===== src/rtl/stream_mux_rr_if.sv =====
// Handshake bundle between NUM_CH producers, the round-robin mux and its consumer.
// Optional in_last/out_last appear when STREAM_MUX_LAST_EN is defined.
// Flow control is plain valid/ready on every side.
interface stream_mux_rr_if #(
    parameter int NUM_CH = 4,
    parameter int DATA_W = 8
);
    localparam int CH_W = $clog2(NUM_CH);

    logic [NUM_CH*DATA_W-1:0] in_data;
    logic [NUM_CH-1:0]        in_valid;
    logic [NUM_CH-1:0]        in_ready;
    logic [DATA_W-1:0]        out_data;
    logic [CH_W-1:0]          out_ch;
    logic                     out_valid;
    logic                     out_ready;
`ifdef STREAM_MUX_LAST_EN
    logic [NUM_CH-1:0]        in_last;
    logic                     out_last;
`endif

    // Producers and the consumer side, as seen from outside the mux.
    modport master (
`ifdef STREAM_MUX_LAST_EN
        output in_last,
        input  out_last,
`endif
        output in_data,
        output in_valid,
        input  in_ready,
        input  out_data,
        input  out_ch,
        input  out_valid,
        output out_ready
    );

    modport slave (
`ifdef STREAM_MUX_LAST_EN
        input  in_last,
        output out_last,
`endif
        input  in_data,
        input  in_valid,
        output in_ready,
        output out_data,
        output out_ch,
        output out_valid,
        input  out_ready
    );
endinterface


===== src/rtl/stream_mux_rr.sv =====
// N-to-1 round-robin stream mux with a registered output; STREAM_MUX_LAST_EN adds packet lock.
// Latency: 1 cycle from input handshake to out_valid, 1 beat/cycle sustained.
// Backpressure: out_valid && !out_ready stalls the register and holds every in_ready low.
module stream_mux_rr #(
    parameter int NUM_CH = 4,
    parameter int DATA_W = 8
) (
    input  logic           clk,
    input  logic           rst_n,
    stream_mux_rr_if.slave bus
);
    localparam int CH_W = $clog2(NUM_CH);

    logic [CH_W-1:0]   ptr;
    logic [CH_W-1:0]   ptr_inc;
    logic [CH_W-1:0]   gidx;
    logic [CH_W:0]     cand;
    logic [NUM_CH-1:0] elig;
    logic [DATA_W-1:0] sel_data;
    logic              grant;
    logic              load_en;
    logic              take;

`ifdef STREAM_MUX_LAST_EN
    typedef enum logic {
        ST_FREE,
        ST_LOCK
    } lock_state_t;

    lock_state_t     state;
    lock_state_t     state_nxt;
    logic [CH_W-1:0] lock_ch;
    logic [CH_W-1:0] lock_ch_nxt;
    logic            sel_last;

    // While a packet is open only its owner may compete.
    always_comb begin
        elig = '0;
        for (int i = 0; i < NUM_CH; i++) begin
            elig[i] = bus.in_valid[i] && ((state == ST_FREE) || (lock_ch == CH_W'(i)));
        end
    end

    always_ff @(posedge clk or negedge rst_n) begin
        if (!rst_n) begin
            state   <= ST_FREE;
            lock_ch <= '0;
        end else begin
            state   <= state_nxt;
            lock_ch <= lock_ch_nxt;
        end
    end

    always_comb begin
        state_nxt   = state;
        lock_ch_nxt = lock_ch;
        if (take) begin
            if (sel_last) begin
                state_nxt = ST_FREE;
            end else begin
                state_nxt   = ST_LOCK;
                lock_ch_nxt = gidx;
            end
        end
    end

    assign sel_last = bus.in_last[gidx];
`else
    assign elig = bus.in_valid;
`endif

    assign load_en = !bus.out_valid || bus.out_ready;
    // Nothing is accepted while reset is held, even though the register reads empty.
    assign take    = rst_n && load_en && grant;

    // Wrapping search starting at ptr; candidate index folded by subtraction so
    // non-power-of-two channel counts never rely on overflow.
    always_comb begin
        grant = 1'b0;
        gidx  = '0;
        cand  = '0;
        for (int k = 0; k < NUM_CH; k++) begin
            cand = {1'b0, ptr} + (CH_W+1)'(k);
            if (cand >= (CH_W+1)'(NUM_CH)) begin
                cand = cand - (CH_W+1)'(NUM_CH);
            end
            if (!grant && elig[cand[CH_W-1:0]]) begin
                grant = 1'b1;
                gidx  = cand[CH_W-1:0];
            end
        end
    end

    always_comb begin
        bus.in_ready = '0;
        sel_data     = '0;
        for (int i = 0; i < NUM_CH; i++) begin
            bus.in_ready[i] = take && (gidx == CH_W'(i));
            if (gidx == CH_W'(i)) begin
                sel_data = bus.in_data[i*DATA_W +: DATA_W];
            end
        end
    end

    assign ptr_inc = (gidx == CH_W'(NUM_CH - 1)) ? '0 : gidx + CH_W'(1);

    always_ff @(posedge clk or negedge rst_n) begin
        if (!rst_n) begin
            bus.out_valid <= 1'b0;
            bus.out_data  <= '0;
            bus.out_ch    <= '0;
            ptr           <= '0;
`ifdef STREAM_MUX_LAST_EN
            bus.out_last  <= 1'b0;
`endif
        end else if (load_en) begin
            if (grant) begin
                bus.out_valid <= 1'b1;
                bus.out_data  <= sel_data;
                bus.out_ch    <= gidx;
`ifdef STREAM_MUX_LAST_EN
                bus.out_last  <= sel_last;
                if (sel_last) begin
                    ptr <= ptr_inc;
                end
`else
                ptr           <= ptr_inc;
`endif
            end else begin
                bus.out_valid <= 1'b0;
            end
        end
    end
endmodule

===== src/flat_wrapper.sv =====
// flat-port wrapper written by rule: the top's interface ports become plain ports
module stream_mux_rr_flat 
#(
    parameter int NUM_CH = 4,
    parameter int DATA_W = 8
)
  (clk, rst_n, bus_in_data, bus_in_valid, bus_in_ready, bus_out_data, bus_out_ch, bus_out_valid, bus_out_ready);
  stream_mux_rr_if #(.NUM_CH(NUM_CH), .DATA_W(DATA_W)) bus_i ();
  input  logic clk;
  input  logic rst_n;
  input wire logic [$bits(bus_i.in_data)-1:0] bus_in_data;
  input wire logic [$bits(bus_i.in_valid)-1:0] bus_in_valid;
  output wire logic [$bits(bus_i.in_ready)-1:0] bus_in_ready;
  output wire logic [$bits(bus_i.out_data)-1:0] bus_out_data;
  output wire logic [$bits(bus_i.out_ch)-1:0] bus_out_ch;
  output wire logic [$bits(bus_i.out_valid)-1:0] bus_out_valid;
  input wire logic [$bits(bus_i.out_ready)-1:0] bus_out_ready;
  assign bus_i.in_data = bus_in_data;
  assign bus_i.in_valid = bus_in_valid;
  assign bus_in_ready = bus_i.in_ready;
  assign bus_out_data = bus_i.out_data;
  assign bus_out_ch = bus_i.out_ch;
  assign bus_out_valid = bus_i.out_valid;
  assign bus_i.out_ready = bus_out_ready;
  stream_mux_rr #(.NUM_CH(NUM_CH), .DATA_W(DATA_W)) u_core (.clk(clk), .rst_n(rst_n), .bus(bus_i));
endmodule

===== config.mk =====
export PLATFORM = sky130hd
export DESIGN_NAME = stream_mux_rr_flat
export DESIGN_NICKNAME = d
export VERILOG_FILES = /design/src/rtl/stream_mux_rr_if.sv /design/src/rtl/stream_mux_rr.sv /design/src/flat_wrapper.sv
export SDC_FILE = /design/constraint.sdc
export NUM_CORES = 1
export LEC_CHECK = 0
export BUFFER_PORTS_ARGS = -buffer_cell sky130_fd_sc_hd__buf_2
export CORE_MARGIN = 8
export CORE_UTILIZATION = 40
export CTS_BUF_LIST = sky130_fd_sc_hd__clkbuf_8 sky130_fd_sc_hd__clkbuf_16
export CTS_CLUSTER_SIZE = 16
export DETAILED_ROUTE_END_ITERATION = 8
export PLACE_DENSITY_LB_ADDON = 0.08
export SYNTH_ARGS = -nofsm -noshare
export SYNTH_HDL_FRONTEND = slang
export SYNTH_SLANG_ARGS = --single-unit

===== constraint.sdc =====
create_clock -name clk -period 2.7 [get_ports clk]
set_clock_uncertainty 0.2 [all_clocks]
set_input_delay 0.27 -clock clk [delete_from_list [all_inputs] [get_ports clk]]
set_output_delay 0.27 -clock clk [all_outputs]
set_load 0.1 [all_outputs]

==> results.toml <==
[placed_design]
io_buffer_count = 53
pre_cts_slack_ns = 0.248
gp_congestion = 0.800
dp_hpwl_mm = 2.40
place_area_sq_um = 1290

[clock_tree]
cts_tree = "yes"
clk_path_buf_depth = 2
clock_sinks = 13
cts_made_buffers = 3
clockRootBuffer = "clkbuf_8"
insertion_delay_ns = 0.24
postCtsSetupBuffers = 0
htree_num_levels = 1
cts.clk_slew.worst_paths_ns = 0.06

[timing]
finalCritPeriodShare_pct = 95.1
setup_violations = 0
slew_headroom_pct = 40.4
hold_viol = 0
slew_viol_final = 0
tightest_slew_ns = 0.891
fmax_mhz = 389
setup_ws_ns = 0.131
period_minus_slack_ns = 2.57
tns_ns = 0
holdWs_ns = 0.0861

[power]
p_sw_uw = 898
swShare_pct = 57.9
intPower_uw = 654
combPwrFrac_pct = 69.0
pwr-share-seq_pct = 20.2
pwr-share-clk_pct = 10.8
power_density_nw_per_um2 = 1150
vdd_drop_max_mv = 0.724
p_leak_uw = 0.000644

[detailed_routing]
via_per_inst = 5.48
dr_wl_met2_mm = 1.33
first_pass_iters = 4
wl_per_cell_um = 16.0
ant_nets = 0
via_count = 1046
wl_met1_mm = 1.43
drt_iter0_drc = 54
drc = 0
routed_wl_mm = 3.06
highest_layer = "met4"
wl_met3_um = 267

[logic_synthesis]
synth_cell_types = 30
syn_nets = 156
syn_area_per_cell_sq_um = 8.49
synth_area_sq_um = 960
yosysTopAreaCell = "dfrtp_1"
ys.flop_type = "dfrtp_1"
synthTopCellsByCount = "a21oi_1, dfrtp_1, nand2_1"
synth_edf_count = 0
synth_top_area_share_pct = 33.9
netlist_instances = 113
yosys.cell_count.top_type = "a21oi_1"
synth_seq_area_share_pct = 33.9
synth_area_leaders = "dfrtp_1, a21oi_1, a221o_1, nand3b_1, a31oi_1"
synthArstFlopShare_pct = 100
yosys_warnings = 0
ys_ff_latch = 13

[worst_setup_path]
critical_path_class = "register to primary output"
end_kind = "primary output"
regToRegStartpoint = "u_core.ptr[1]"
startpoint = "u_core.ptr[0]"
setup.worst_path.start_class = "register"
r2r-end = "u_core.bus.out_data[3]"
worst-path-max-fanout = 17
crit_arrival_ns = 2.10
critical_path.endpoint = "bus_in_ready[2]"
r2r_cells = 7
rrSetupSlack_ns = 0.39
required_ns = 2.23

[floorplanning]
core_area_sq_um = 2230
start_util_pct = 43.0
num_rows = 17
fp.dieH_um = 65.0
die_x_um = 65.0
io_pins = 54
die_area_sq_um = 4220

[final_layout]
drive_above_1_share_pct = 39.9
area_growth_pct = 40.0
n_antenna_cell = 0
num-nets-final = 207
fin_area_sq_um = 1340
num-fill-cells = 216

[global_route]
grt_max_degree = 18
grt_overflow = 0
grt_antenna_before_repair = 0
grt.total_usage_pct = 14.1
grt_pass1_wl_mm = 4.91
grt_pass1_vias = 1093

[hold_path]
holdCritPathClass = "input port to register"

[status]
status = "finished clean"

[flow_run]
max-cap-violations = 0
[routing by layer]
layer	global-route usage, %	vias to the layer above
met5	0	-
met4	4.90	0
met3	4.81	2
met2	21.4	40
met1	18.2	484
li1	-	520
[per-stage QoR]
step | std cells | power [uW] | util [%]
2_1_floorplan | 113 | 1160 | -
3_3_place_gp | 186 | 1370 | 57.6
3_5_place_dp | 186 | 1380 | 57.6
4_1_cts | 191 | 1550 | 60.1
5_1_grt | 191 | 1630 | 60.2
6_report | 191 | 1550 | 60.2
[worst min-delay path by stage]
stage	startpoint	end	slack, ns	cells past startpoint
3_3_place_gp	rst_n	u_core.bus.out_valid	0.004	1
3_5_place_dp	rst_n	u_core.bus.out_data[3]	0.003	1
4_1_cts	bus_in_valid[2]	u_core.bus.out_valid	0.09	3
2_1_floorplan	rst_n	u_core.bus.out_ch[0]	-0.23	0
5_1_grt	bus_in_data[29]	u_core.bus.out_data[5]	0.10	3
6_report	bus_in_valid[2]	u_core.bus.out_valid	0.09	3
[cell type report]
type                       instances  area, sq um  share of cell area (%)
clock buffer                       3         41.3                    3.07
multi-input combinational         83          566                    42.1
tap                               28         35.0                    2.61
clock inverter                     1         3.75                   0.279
inverter                           8         30.0                    2.23
sequential                        13          325                    24.2
timing repair buffer              55          343                    25.5
[repair_timing]
item,CTS,global route
setup endpoints to repair,0,1
endpoints found under the hold margin,13,0
gates resized for setup,0,1
hold buffers,1,0
[state kept, by name (all words and copies together), names as in the netlist]
| register | cells |
|---|---|
| u_core.ptr | 2 |
| u_core.bus.out_data | 8 |
| u_core.bus.out_valid | 1 |
| u_core.bus.out_ch | 2 |
[power by group through the flow]
| stage | logic (uW) | registers, uW | clock network (uW) |
|---|---|---|---|
| global route | 1130 | 321 | 183 |
| global placement | 1060 | 312 | 0 |
| finish | 1070 | 313 | 167 |
| detailed placement | 1070 | 315 | 0 |
| CTS | 1070 | 312 | 169 |
| floorplan | 392 | 770 | 0 |
[cell usage in the layout, fill, tap and decap left out, types with 3 or more instances in the layout]
cell type,n
a21oi_1,17
a221o_1,8
a31oi_1,8
and3_1,4
buf_12,4
buf_2,49
clkbuf_8,3
dfrtp_1,13
ha_1,3
inv_1,9
nand2_1,10
nand3b_1,8
nor2b_1,5
[critical path, stage by stage (launching register included)]
cell,delay [ns]
dfrtp_1,0.39
nor2b_1,0.17
o21ai_1,0.15
nand3_1,0.14
ha_1,0.52
and3_1,0.30
buf_12,0.19
[cells by family after synthesis]
| logic type | Yosys count | synth area share, % |
|---|---|---|
| buffers and inverters | 17 | 7.56 |
| flip-flops | 13 | 33.9 |
| AO/OA/AOI/OAI | 42 | 30.1 |
| multiplexers | 1 | 1.17 |
| adder cells (fa/ha/maj) | 4 | 5.22 |
| AND/OR/NAND/NOR | 36 | 22.0 |
Power figures use the tool's default switching activity.
